[config.mk]
export PLATFORM = sky130hd
export DESIGN_NAME = axis_packet_capture
export DESIGN_NICKNAME = d
export VERILOG_FILES = /design/src/rtl/axis_packet_capture.sv
export SDC_FILE = /design/constraint.sdc
export NUM_CORES = 1
export LEC_CHECK = 0
export ABC_AREA = 1
export BUFFER_PORTS_ARGS = -buffer_cell sky130_fd_sc_hd__buf_4
export CORE_MARGIN = 10
export CORE_UTILIZATION = 26
export DETAILED_ROUTE_END_ITERATION = 8
export PLACE_DENSITY = 0.45
export SLEW_MARGIN = 10
export SYNTH_ARGS = -nofsm -noshare
export SYNTH_HDL_FRONTEND = slang
export SYNTH_SLANG_ARGS = --single-unit
export TNS_END_PERCENT = 1
[constraint.sdc]
create_clock -name clk -period 2.7 [get_ports clk]
set_input_delay 0.135 -clock clk [delete_from_list [all_inputs] [get_ports clk]]
set_output_delay 0.135 -clock clk [all_outputs]
set_load 0.02 [all_outputs]
[src/rtl/axis_packet_capture.sv]
// AXI-Stream packet sink: captures one packet into a word buffer and holds it
// for a random-access reader until pkt_release ('release' is a reserved word).
module axis_packet_capture #(
   parameter int DATA_WIDTH = 32,
   parameter int KEEP_WIDTH = DATA_WIDTH / 8,
   parameter int DEPTH      = 16,
   parameter int ADDR_W     = $clog2(DEPTH)
) (
   input  logic                  clk,
   input  logic                  rst,
   input  logic                  s_tvalid,
   output logic                  s_tready,
   input  logic [DATA_WIDTH-1:0] s_tdata,
   input  logic [KEEP_WIDTH-1:0] s_tkeep,
   input  logic                  s_tlast,
   output logic                  pkt_ready,
   output logic [ADDR_W:0]       pkt_len,
   output logic [KEEP_WIDTH-1:0] pkt_last_keep,
   output logic                  pkt_overflow,
   output logic                  pkt_keep_err,
   input  logic [ADDR_W-1:0]     rd_addr,
   output logic [DATA_WIDTH-1:0] rd_data,
   input  logic                  pkt_release,
   output logic [15:0]           pkt_count
);

   typedef enum logic [1:0] {RECV, DROP, HOLD} state_t;

   state_t                  state_q;
   logic [DATA_WIDTH-1:0]   mem_q [DEPTH];
   logic [ADDR_W-1:0]       wr_ptr_q;
   logic [ADDR_W:0]         pkt_len_q;
   logic [KEEP_WIDTH-1:0]   last_keep_q;
   logic                    overflow_q, keep_err_q;
   logic                    s_tready_q, pkt_ready_q;
   logic [15:0]             count_q, count_d;
   logic [DATA_WIDTH-1:0]   rd_data_q;
   logic                    hs;

   assign hs      = s_tvalid && s_tready_q;
   assign count_d = (count_q == 16'hFFFF) ? count_q : count_q + 16'd1;

   always_ff @(posedge clk) begin
      if (rst) begin
         state_q     <= RECV;
         s_tready_q  <= 1'b1;
         pkt_ready_q <= 1'b0;
         wr_ptr_q    <= '0;
         pkt_len_q   <= '0;
         last_keep_q <= '0;
         overflow_q  <= 1'b0;
         keep_err_q  <= 1'b0;
         count_q     <= '0;
      end else begin
         case (state_q)
            RECV: if (hs) begin
               wr_ptr_q <= wr_ptr_q + ADDR_W'(1);
               if (s_tlast) begin
                  last_keep_q <= s_tkeep;
                  pkt_len_q   <= (ADDR_W+1)'(wr_ptr_q) + (ADDR_W+1)'(1);
                  count_q     <= count_d;
                  state_q     <= HOLD;
                  s_tready_q  <= 1'b0;
                  pkt_ready_q <= 1'b1;
               end else begin
                  if (!(&s_tkeep)) keep_err_q <= 1'b1;
                  // Last free slot filled without tlast: swallow the tail.
                  if (wr_ptr_q == ADDR_W'(DEPTH-1)) begin
                     overflow_q <= 1'b1;
                     pkt_len_q  <= (ADDR_W+1)'(DEPTH);
                     state_q    <= DROP;
                  end
               end
            end
            DROP: if (hs && s_tlast) begin
               last_keep_q <= s_tkeep;
               count_q     <= count_d;
               state_q     <= HOLD;
               s_tready_q  <= 1'b0;
               pkt_ready_q <= 1'b1;
            end
            default: if (pkt_release) begin
               wr_ptr_q    <= '0;
               pkt_len_q   <= '0;
               last_keep_q <= '0;
               overflow_q  <= 1'b0;
               keep_err_q  <= 1'b0;
               state_q     <= RECV;
               s_tready_q  <= 1'b1;
               pkt_ready_q <= 1'b0;
            end
         endcase
      end
   end

   // Buffer storage is intentionally left uninitialised across reset/release.
   always_ff @(posedge clk) begin
      if (state_q == RECV && hs) mem_q[wr_ptr_q] <= s_tdata;
   end

   always_ff @(posedge clk) begin
      if (rst) rd_data_q <= '0;
      else     rd_data_q <= mem_q[rd_addr];
   end

   assign s_tready      = s_tready_q;
   assign pkt_ready     = pkt_ready_q;
   assign pkt_len       = pkt_len_q;
   assign pkt_last_keep = last_keep_q;
   assign pkt_overflow  = overflow_q;
   assign pkt_keep_err  = keep_err_q;
   assign rd_data       = rd_data_q;
   assign pkt_count     = count_q;

endmodule

# Word level (Yosys, flattened, before mapping)
# Memories as Yosys holds them, arrays and structs flattened. A register that Yosys moved wholly into a read port is not among the register bits.
# Cells that the tools add are included.
# W data, S select, Z words.
# classes
bitwise_logic	1
n_mux	43
eq_ne	10
n_lt_le_gt_ge	0
reduce_logical	15
n_addsub	3
shifts	0
multipliers	0
div_mod_pow	0
# op_table
operator	count
$mux W16	4
$pmux W16 S2	1
$mux W4	5
$mux W5	4
$reduce_and A4 Y1	5
$add A16 B1 Y16 const B	1
$eq A16 B16 Y1 const B	1
$mux W1	16
$pmux W4 S2	2
$ne A2 B2 Y1 const B	6
$mux W2	5
$pmux W5 S2	1
$reduce_and A5 Y1	2
$pmux W1 S2	4
$add A4 B1 Y5 const B	1
$add A4 B1 Y4 const B	1
$eq A4 B4 Y1 const B	1
$pmux W2 S2	1
$reduce_bool A2 Y1	2
$logic_and A1 B1 Y1	3
$ne A3 B3 Y1 const B	1
$reduce_and A3 Y1	1
$reduce_bool A3 Y1	1
$eq A2 B1 Y1 const B	1
other kinds (2)	2
# word_totals
elab_cells	82
mem_bits_rw	512
inputBits	45
n_memories	1
register_bits	35
latch_bits	0
out_inout_bits	61
rom_bits	0
# mem_list
memory	depth	word_bits	read_ports	rd_ports_with_merged_regs	write_ports	line	text
mem_q	16	32	1	1	1	30	logic [DATA_WIDTH-1:0] mem_q [DEPTH];

# Longest topological paths before layout
# Gate-level depths: netlist of the first run.
# logic_depth
word_depth	5
ltp_mapped	10
mapped_depth_nobuf	9

# Worst setup path before layout of the first run
# Ideal clock, no wire load.
# synth_timing
path_kind	register -> register
start	register state_q[1]
end	memory mem_q[0][0] (enable)
arrival_time_ns	2.303
stages_incl_launch_ff	6
setup_slack_ns	-0.024
path_buffers	0
synth_period_minus_slack_ns	2.724
required_ns	2.279
cell_sequence	dfxtp_1 -> nor2_2 -> inv_2 -> nor2_4 -> nand2_1 -> nor2_1
# synth_via
elab_chain_len	4
# synth_lines
element	line	text
start: declaration	29	state_t state_q;
start signal: assignment	45	state_q <= RECV;
start signal: assignment	62	state_q <= HOLD;
start signal: assignment	71	state_q <= DROP;
$logic_not A2 Y1	98	if (state_q == RECV && hs) mem_q[wr_ptr_q] <= s_tdata;
$logic_and A1 B1 Y1	98	
$mux W1	98	
$mux W1 (not written as such)	98	
end: declaration	30	
# Every way passes these cells.

# Worst setup path after layout of the first run
# layout_timing
start	register state_q[1]
end	memory mem_q[6][6] (enable)
# Same word-level chain as after synthesis.

==> impl_metrics.prom, run 1 <==
# TYPE chip_impl_metric gauge
chip_impl_metric{name="tritoncts.num_buffers",unit=""} 60
chip_impl_metric{name="period_needed",unit="ns"} 2.14
chip_impl_metric{name="post_layout_nonfiller_instances",unit=""} 3347
chip_impl_metric{name="floorplan.die_area",unit="um^2"} 101000
chip_impl_metric{name="crit_required",unit="ns"} 2.98
chip_impl_metric{name="timing.final.max_slew_violations",unit=""} 0
chip_impl_metric{name="post-place-cells",unit=""} 3195
chip_impl_metric{name="initialDrtViolationCount",unit=""} 1104
chip_impl_metric{name="iteration_count_of_the_initial_detailed_routing_pass",unit=""} 7
chip_impl_metric{name="slowest_delay",unit="ns"} 0.40
chip_impl_metric{name="synth_sequential_area_ratio",unit=""} 0.727
chip_impl_metric{name="routedLengthMet1",unit="um"} 27600
chip_impl_info{name="worstHoldPathType",value="primary input to flop"} 1
chip_impl_metric{name="synth_edf_count",unit=""} 512
chip_impl_info{name="setup.worst_path.class",value="flop to flop"} 1
chip_impl_metric{name="synth-compound-area-share",unit=""} 0.0616
chip_impl_metric{name="fin_nets",unit=""} 2181
chip_impl_metric{name="max-slew-margin-rel",unit=""} 0.535
chip_impl_metric{name="insertion_delay_of_the_later_clocked_pin_in_the_worst_skew_pair",unit="ns"} 0.63
chip_impl_metric{name="number_of_antenna_violations_at_the_first_check_in_global_routing",unit=""} 1
chip_impl_info{name="synth_top_family_by_area",value="simple AND/OR/NAND/NOR gates"} 1
chip_impl_info{name="run_status",value="completed"} 1
chip_impl_metric{name="die_w",unit="um"} 317
chip_impl_metric{name="wl_met2",unit="um"} 30400
chip_impl_info{name="tritoncts",value="done"} 1
chip_impl_info{name="synth_ff_type",value="sky130_fd_sc_hd__edfxtp_1"} 1
chip_impl_info{name="start_kind",value="flop"} 1
chip_impl_metric{name="multi_input_area",unit="um^2"} 5640
chip_impl_metric{name="antenna_violating_nets_post_route",unit=""} 0
chip_impl_metric{name="fillCellCount",unit=""} 8898
chip_impl_metric{name="post_synth_inst_count",unit=""} 1995
chip_impl_metric{name="clock-sinks",unit=""} 579
chip_impl_metric{name="synth-warning-count",unit=""} 0
chip_impl_info{name="post-synth-top-count-cell",value="sky130_fd_sc_hd__edfxtp_1"} 1
chip_impl_metric{name="cell_internal_pwr",unit="mW"} 15.8
chip_impl_metric{name="synthArstFlopShare",unit=""} 0
chip_impl_metric{name="routed_via_density",unit=""} 4.44
chip_impl_info{name="critical_path.most_common_cell",value="sky130_fd_sc_hd__nor2_4"} 1
chip_impl_metric{name="p_seq_frac",unit=""} 0.490
chip_impl_metric{name="clkSlewWorstSetupHoldPaths",unit="ns"} 0.06
chip_impl_info{name="synth.top_cells.by_area",value="sky130_fd_sc_hd__edfxtp_1 67%, sky130_fd_sc_hd__nor2_1 7.9%, sky130_fd_sc_hd__dfxtp_1 5.8%"} 1
chip_impl_metric{name="grt_first_pass_wirelength",unit="um"} 93700
chip_impl_metric{name="dieHeight",unit="um"} 317
chip_impl_metric{name="wirelength",unit="um"} 61700
chip_impl_info{name="timing.critical_path.slowest_stage_cell",value="sky130_fd_sc_hd__dfxtp_1"} 1
chip_impl_info{name="netlist.top_cell.by_area",value="sky130_fd_sc_hd__edfxtp_1"} 1
chip_impl_metric{name="timing.max_cap.violations",unit=""} 0
chip_impl_metric{name="final-setup-viol-count",unit=""} 0
chip_impl_metric{name="aggregate_global_routing_overflow",unit=""} 0
chip_impl_metric{name="synth_mux_area_frac",unit=""} 0
chip_impl_metric{name="ios",unit=""} 106
chip_impl_info{name="clock-root-buffer",value="sky130_fd_sc_hd__clkbuf_16"} 1
chip_impl_metric{name="cts_htree_levels",unit=""} 2
chip_impl_metric{name="final_hold_viol_count",unit=""} 0
chip_impl_metric{name="vias_in_the_first_global_route",unit=""} 14812
chip_impl_info{name="crit_family",value="simple AND/OR/NAND/NOR gates"} 1
chip_impl_metric{name="antenna-diode-count",unit=""} 0
chip_impl_metric{name="post_synth_xor_area_fraction",unit=""} 0.00228
chip_impl_metric{name="gpl.final_weighted_congestion",unit=""} 0.753
chip_impl_metric{name="area_delta_synth_final",unit="%"} 20.6
chip_impl_metric{name="worst-endpoint-arrival",unit="ns"} 2.42
chip_impl_metric{name="dp_wirelength",unit="um"} 33700
chip_impl_metric{name="fin_crit_sh",unit=""} 0.793
chip_impl_metric{name="post_synthesis_net_count",unit=""} 2045
chip_impl_info{name="grt_setup_unrepaired",value="false"} 1
chip_impl_metric{name="worst_tran_pin_value",unit="ns"} 0.698
chip_impl_metric{name="max-vdd-ir-drop",unit="uV"} 477
chip_impl_metric{name="met3_wirelength",unit="um"} 2360
chip_impl_metric{name="p_sw_frac",unit=""} 0.256
chip_impl_metric{name="post_route_cells_drive_above_1_share",unit=""} 0.130
chip_impl_metric{name="comb_power_share",unit=""} 0.119
chip_impl_metric{name="clock.fmax",unit="MHz"} 467
chip_impl_metric{name="finClkSkew",unit="ns"} 0.0107
chip_impl_metric{name="worstPathMaxFanout",unit=""} 21
chip_impl_metric{name="post_synth.cell_area_avg",unit="um^2"} 11.5
chip_impl_metric{name="synth_top_area_frac",unit=""} 0.668
chip_impl_metric{name="synth-adder-area-share",unit=""} 0.00272
chip_impl_metric{name="switching_power",unit="mW"} 5.45
chip_impl_metric{name="clkPwrFrac",unit=""} 0.391
chip_impl_metric{name="synth-simple-area-share",unit=""} 0.174
chip_impl_metric{name="synth.distinct_cells",unit=""} 30
chip_impl_metric{name="cts.path.max_buffers",unit=""} 3
chip_impl_metric{name="per_cell_routed_wire_length",unit="um"} 18.4
chip_impl_metric{name="core-area",unit="um^2"} 88100
chip_impl_metric{name="drc_errors",unit=""} 0
chip_impl_info{name="crit_path_cell_trace",value="nor2_2 > inv_2 > nor2_4 > nand2_1 > nor2_4 > buf_4"} 1
chip_impl_metric{name="grt_start_max_net_pins",unit=""} 118
chip_impl_metric{name="mappedNetlistArea",unit="um^2"} 23000
chip_impl_metric{name="core.rowCount",unit=""} 109
chip_impl_metric{name="design_power_total",unit="mW"} 21.3
chip_impl_metric{name="finalSetupTns",unit="ns"} 0
chip_impl_metric{name="regArea",unit="um^2"} 16700
chip_impl_metric{name="start_util",unit=""} 0.261
chip_impl_metric{name="ys_ff_latch",unit=""} 579
chip_impl_metric{name="grt_util_all_layers",unit=""} 0.118
chip_impl_metric{name="power_per_cell_area",unit="nW/um^2"} 767
chip_impl_info{name="crit_path_end_kind",value="flop"} 1
chip_impl_metric{name="ctsResizeCount",unit=""} 0
chip_impl_info{name="synth.top_cells.by_count",value="512 x sky130_fd_sc_hd__edfxtp_1, 485 x sky130_fd_sc_hd__nor2_1, 243 x sky130_fd_sc_hd__nand2_1"} 1
chip_impl_info{name="route.top_layer_used",value="met5"} 1
chip_impl_metric{name="power.leakage",unit="nW"} 9.59
chip_impl_metric{name="vias",unit=""} 14872
chip_impl_metric{name="buffer_ports.inserted",unit=""} 105
chip_impl_metric{name="worst-path-buf-inv",unit=""} 2
==> cells in the final DEF (no fill, tap or decap), drive strengths merged <==
master | netlist | layout
a211oi | 1 | 1
a21oi | 46 | 46
a31oi | 1 | 1
buf | 68 | 151
bufinv | 0 | 6
clkbuf | 49 | 81
clkinv | 1 | 24
clkinvlp | 0 | 1
dfxtp | 67 | 67
dlygate4sd3 | 0 | 39
edfxtp | 512 | 512
ha | 5 | 5
inv | 46 | 49
nand2 | 247 | 247
nand3 | 210 | 210
nand4 | 13 | 13
nor2 | 493 | 493
nor3 | 1 | 1
o211ai | 9 | 9
o21ai | 220 | 220
xnor2 | 1 | 1
xor2 | 5 | 5
==> registers in the layout, summed over array words and instances, names as in the netlist <==
register       flops
mem_q            512
pkt_count         16
pkt_last_keep      4
wr_ptr_q           4
pkt_ready          1
rd_data           32
pkt_len            5
pkt_keep_err       1
pkt_overflow       1
s_tready           1
state_q            2
==> logic make-up after synthesis <==
group           count (synthesis)
compound gates                277
xor+xnor                        6
fa+ha+maj                       5
buf+inv                       164
flops                         579
simple gates                  964
==> power by group through the flow <==
stage	Clock, mW	Sequential [mW]	Combinational (mW)
6_report	8.33	10.4	2.53
5_1_grt	8.90	10.5	2.83
4_1_cts	8.54	10.4	2.58
2_1_floorplan	0	10.7	1.41
3_5_place_dp	0	10.6	2.52
3_3_place_gp	0	10.6	2.48
==> through the flow <==
step,hold slack [ns],setup WS [ns],area (um^2),utilization
6_report,0.0715,0.560,27700,0.315
5_1_grt,0.116,0.419,27700,0.315
4_1_cts,0.0325,0.557,27700,0.315
3_5_place_dp,0.343,0.569,25400,0.288
3_3_place_gp,0.337,0.619,25400,0.288
2_1_floorplan,0.234,-0.0237,23000,-
==> final timing paths <==
| check | start | end | slack (ns) | depth (start not counted) |
|---|---|---|---|---|
| max | state_q[1]$_SDFFE_PP0P_ | mem_q[6][6]$_DFFE_PP_ | 0.56 | 6 |
| min | s_tvalid | wr_ptr_q[2]$_SDFFE_PP0P_ | 0.07 | 5 |
| min reg2reg | pkt_len[2]$_SDFFE_PP0P_ | pkt_len[2]$_SDFFE_PP0P_ | 0.47 | 2 |
| max reg2reg | state_q[1]$_SDFFE_PP0P_ | mem_q[6][6]$_DFFE_PP_ | 0.56 | 6 |
==> area by class of cell <==
cell class / instances / area share
Sequential cell: 579 / 0.603
Multi-Input combinational cell: 1252 / 0.203
Timing Repair Buffer: 191 / 0.0635
Clock buffer: 80 / 0.0590
Tap cell: 1165 / 0.0525
Clock inverter: 33 / 0.0125
Inverter: 47 / 0.00663
==> routing by layer <==
metal	vias up	global-route usage
li1	7233	-
met1	7278	0.152
met2	273	0.204
met3	86	0.0189
met4	2	0.0305
met5	-	0
==> tightest hold or removal path: stages <==
cell	delay, ns
sky130_fd_sc_hd__buf_4	0.11
sky130_fd_sc_hd__nand2_1	0.19
sky130_fd_sc_hd__nor2_4	0.10
sky130_fd_sc_hd__nand2_1	0.06
sky130_fd_sc_hd__a21oi_1	0.05
==> timing repair <==
action	in CTS	in global routing
buffers inserted	0	0
endpoints found under the hold margin	537	0
hold buffers	39	0
Note: power is estimated with default switching activity, not from simulation.
==> run 2, diff against run 1 <==
--- a/config.mk
+++ b/config.mk
@@ -10,7 +10,7 @@
 export CORE_MARGIN = 10
 export CORE_UTILIZATION = 26
 export DETAILED_ROUTE_END_ITERATION = 8
-export PLACE_DENSITY = 0.45
+export PLACE_DENSITY = 0.43
 export SLEW_MARGIN = 10
 export SYNTH_ARGS = -nofsm -noshare
 export SYNTH_HDL_FRONTEND = slang
==> constraint.sdc (replaced) <==
create_clock -name clk -period 2.2 [get_ports clk]
set_input_delay 0.11 -clock clk [delete_from_list [all_inputs] [get_ports clk]]
set_output_delay 0.11 -clock clk [all_outputs]
set_load 0.02 [all_outputs]
==> run 2 against run 1 <==
Setup slack worse by 0.28 ns. Count of clock-buffer cells in the layout is 13 higher. Register-to-register slack worse by 0.28 ns. Largest cell class unchanged. Clock power is 42% higher. Sequential share of layout area is 1.6 points lower. Clock skew is 0.015 ns higher. Routed wire length is 2.5% higher. Sequential cell count stayed put. Via count is 1.0% higher. Critical endpoint is now mem_q[6][10]$_DFFE_PP_. Power is 31% higher. Final cell count is 1.1% higher.
==> impl_metrics.prom, run 2 (synthesis gave the netlist of run 1 again) <==
# TYPE chip_impl_metric gauge
chip_impl_info{name="run_status",value="completed"} 1
chip_impl_metric{name="worst_slack",unit="ns"} 0.283
chip_impl_info{name="tritoncts",value="done"} 1
chip_impl_metric{name="worst_tran_pin_value",unit="ns"} 0.648
chip_impl_metric{name="cell_internal_pwr",unit="mW"} 20.8
chip_impl_metric{name="r2r_setup_slack",unit="ns"} 0.28
chip_impl_metric{name="switching_power",unit="mW"} 6.96
chip_impl_info{name="grt_setup_unrepaired",value="false"} 1
chip_impl_metric{name="floorplan.die_area",unit="um^2"} 101000
chip_impl_metric{name="post-place-cells",unit=""} 3221
chip_impl_metric{name="worst-endpoint-arrival",unit="ns"} 2.19
chip_impl_metric{name="post_layout_nonfiller_instances",unit=""} 3385
chip_impl_metric{name="vias_in_the_first_global_route",unit=""} 15418
chip_impl_metric{name="fin_crit_sh",unit=""} 0.872
chip_impl_metric{name="core-area",unit="um^2"} 88100
chip_impl_info{name="top_register",value="mem_q"} 1
chip_impl_info{name="layout.cells.most_common",value="sky130_fd_sc_hd__edfxtp_1"} 1
chip_impl_metric{name="clock-sinks",unit=""} 579
chip_impl_metric{name="max-slew-margin-rel",unit=""} 0.565
chip_impl_metric{name="aggregate_global_routing_overflow",unit=""} 0
chip_impl_metric{name="dieHeight",unit="um"} 317
chip_impl_metric{name="timing.final.max_slew_violations",unit=""} 0
chip_impl_info{name="critical_path.reg2reg.endpoint",value="mem_q[6][10]$_DFFE_PP_"} 1
chip_impl_metric{name="iteration_count_of_the_initial_detailed_routing_pass",unit=""} 5
chip_impl_metric{name="power.leakage",unit="nW"} 9.96
chip_impl_metric{name="final-setup-viol-count",unit=""} 0
chip_impl_metric{name="p_sw_frac",unit=""} 0.251
chip_impl_metric{name="core.rowCount",unit=""} 109
chip_impl_metric{name="min_delay_path_depth",unit=""} 5
chip_impl_metric{name="comb_power_share",unit=""} 0.115
chip_impl_metric{name="max-vdd-ir-drop",unit="uV"} 516
chip_impl_metric{name="timing.max_cap.violations",unit=""} 0
chip_impl_metric{name="clock.fmax",unit="MHz"} 522
chip_impl_metric{name="power_per_cell_area",unit="nW/um^2"} 975
chip_impl_metric{name="place_worst_setup_slack",unit="ns"} 0.260
chip_impl_info{name="setup.worst_path.class",value="flop to flop"} 1
chip_impl_metric{name="per_cell_routed_wire_length",unit="um"} 18.7
chip_impl_info{name="clock-root-buffer",value="sky130_fd_sc_hd__clkbuf_16"} 1
chip_impl_metric{name="post-route-cell-area",unit="um^2"} 28500
chip_impl_info{name="start_kind",value="flop"} 1
chip_impl_info{name="reg2reg_from",value="state_q[1]$_SDFFE_PP0P_"} 1
chip_impl_metric{name="clkPwrFrac",unit=""} 0.425
chip_impl_metric{name="vias",unit=""} 15022
chip_impl_metric{name="initialDrtViolationCount",unit=""} 951
chip_impl_metric{name="drc_errors",unit=""} 0
chip_impl_metric{name="cts_htree_levels",unit=""} 3
chip_impl_metric{name="dp_wirelength",unit="um"} 37900
chip_impl_info{name="critical_path.endpoint",value="mem_q[6][10]$_DFFE_PP_"} 1
chip_impl_metric{name="period_needed",unit="ns"} 1.92
chip_impl_metric{name="worst_r2r_path_depth",unit=""} 6
chip_impl_metric{name="number_of_antenna_violations_at_the_first_check_in_global_routing",unit=""} 1
chip_impl_metric{name="wirelength",unit="um"} 63200
chip_impl_metric{name="design_power_total",unit="mW"} 27.8
chip_impl_metric{name="p_seq_frac",unit=""} 0.460
chip_impl_metric{name="antenna_violating_nets_post_route",unit=""} 0
chip_impl_metric{name="final_hold_viol_count",unit=""} 0
chip_impl_metric{name="clkSlewWorstSetupHoldPaths",unit="ns"} 0.06
chip_impl_info{name="startpoint",value="state_q[1]$_SDFFE_PP0P_"} 1
chip_impl_metric{name="dpl-instance-area",unit="um^2"} 25700
chip_impl_metric{name="crit_required",unit="ns"} 2.48
chip_impl_metric{name="die_w",unit="um"} 317
chip_impl_metric{name="buffer_ports.inserted",unit=""} 105
chip_impl_metric{name="ios",unit=""} 106
chip_impl_metric{name="post_route_cells_drive_above_1_share",unit=""} 0.145
chip_impl_metric{name="routed_via_density",unit=""} 4.44
chip_impl_info{name="crit_path_end_kind",value="flop"} 1
chip_impl_metric{name="grt_start_max_net_pins",unit=""} 84
chip_impl_metric{name="fin_nets",unit=""} 2215
chip_impl_metric{name="grt_first_pass_wirelength",unit="um"} 96300
chip_impl_metric{name="area_delta_synth_final",unit="%"} 24.0
chip_impl_metric{name="hold-worst-slack",unit="ns"} 0.0506
chip_impl_metric{name="antenna-diode-count",unit=""} 0
chip_impl_info{name="layout_common_cells",value="512 x sky130_fd_sc_hd__edfxtp_1, 470 x sky130_fd_sc_hd__nor2_1, 243 x sky130_fd_sc_hd__nand2_1"} 1
chip_impl_metric{name="tritoncts.num_buffers",unit=""} 67
chip_impl_metric{name="cts.path.max_buffers",unit=""} 3
chip_impl_metric{name="grt_util_all_layers",unit=""} 0.122
chip_impl_metric{name="largest_register_ffs",unit=""} 512
chip_impl_info{name="worstHoldPathType",value="primary input to flop"} 1
chip_impl_metric{name="start_util",unit=""} 0.261
chip_impl_metric{name="insertion_delay_of_the_later_clocked_pin_in_the_worst_skew_pair",unit="ns"} 0.62
chip_impl_metric{name="finClkSkew",unit="ns"} 0.0258
chip_impl_metric{name="worstPathMaxFanout",unit=""} 32
chip_impl_metric{name="gpl.final_weighted_congestion",unit=""} 0.755
[run 2: cell count changes in the layout (fill, tap and decap cells not counted), sizes merged]
cell / previous run / this run
buf: 151 / 177
clkbuf: 81 / 94
clkinv: 24 / 17
bufinv: 6 / 10
dlygate4sd3: 39 / 40
inv: 49 / 50
[run 2: what timing repair did]
action / in CTS / in global routing
buffers inserted: 0 / 0
gates resized for setup: 0 / 0
hold buffers: 40 / 0
hold endpoints to repair: 546 / 0
[run 2: worst min path at each step]
| stage | slack (ns) | to | from |
|---|---|---|---|
| finish | 0.05 | wr_ptr_q[2]$_SDFFE_PP0P_ | s_tvalid |
| global route | 0.07 | wr_ptr_q[3]$_SDFFE_PP0P_ | s_tvalid |
| CTS | 0.01 | wr_ptr_q[2]$_SDFFE_PP0P_ | s_tvalid |
| detailed placement | 0.32 | pkt_last_keep[3]$_SDFFE_PP0P_ | s_tkeep[3] |
| global placement | 0.31 | pkt_last_keep[2]$_SDFFE_PP0P_ | s_tkeep[2] |
| floorplan | 0.21 | mem_q[0][0]$_DFFE_PP_ | s_tdata[0] |
[run 2: layout make-up]
cell class                 count  area, um^2
timing repair buffer         218        2140
multi-input combinational   1252        5640
clock inverter                31         487
clock buffer                  93        1890
sequential                   579       16700
fill                        8875       59600
tap                         1165        1460
inverter                      47         184
[run 2: stage by stage]
stage / utilization / setup TNS [ns]
after floorplan: - / -250.68
after global placement: 0.292 / 0
after detailed placement: 0.292 / 0
after CTS: 0.324 / 0
after global routing: 0.324 / 0
final: 0.324 / 0
[run 2: per-layer routing]
layer / share of wire / track usage
met1: 0.44 / 0.153
met2: 0.50 / 0.212
met4: 0.022 / 0.0400
met5: 0.00021 / 0
met3: 0.036 / 0.0181
[run 2: critical path, stage by stage, from the launching register on]
cell                      delay, ns
sky130_fd_sc_hd__dfxtp_1       0.40
sky130_fd_sc_hd__nor2_2        0.18
sky130_fd_sc_hd__inv_2         0.07
sky130_fd_sc_hd__nor2_4        0.16
sky130_fd_sc_hd__nand2_1       0.30
sky130_fd_sc_hd__nor2_4        0.19
sky130_fd_sc_hd__buf_12        0.28
[run 2: power groups by stage]
stage | registers [mW] | logic [mW] | clock network, mW
CTS | 12.8 | 3.28 | 12.1
finish | 12.8 | 3.20 | 11.8
floorplan | 13.2 | 1.73 | 0
detailed placement | 13.0 | 3.21 | 0
global placement | 13.0 | 3.20 | 0
global route | 12.8 | 3.57 | 12.6
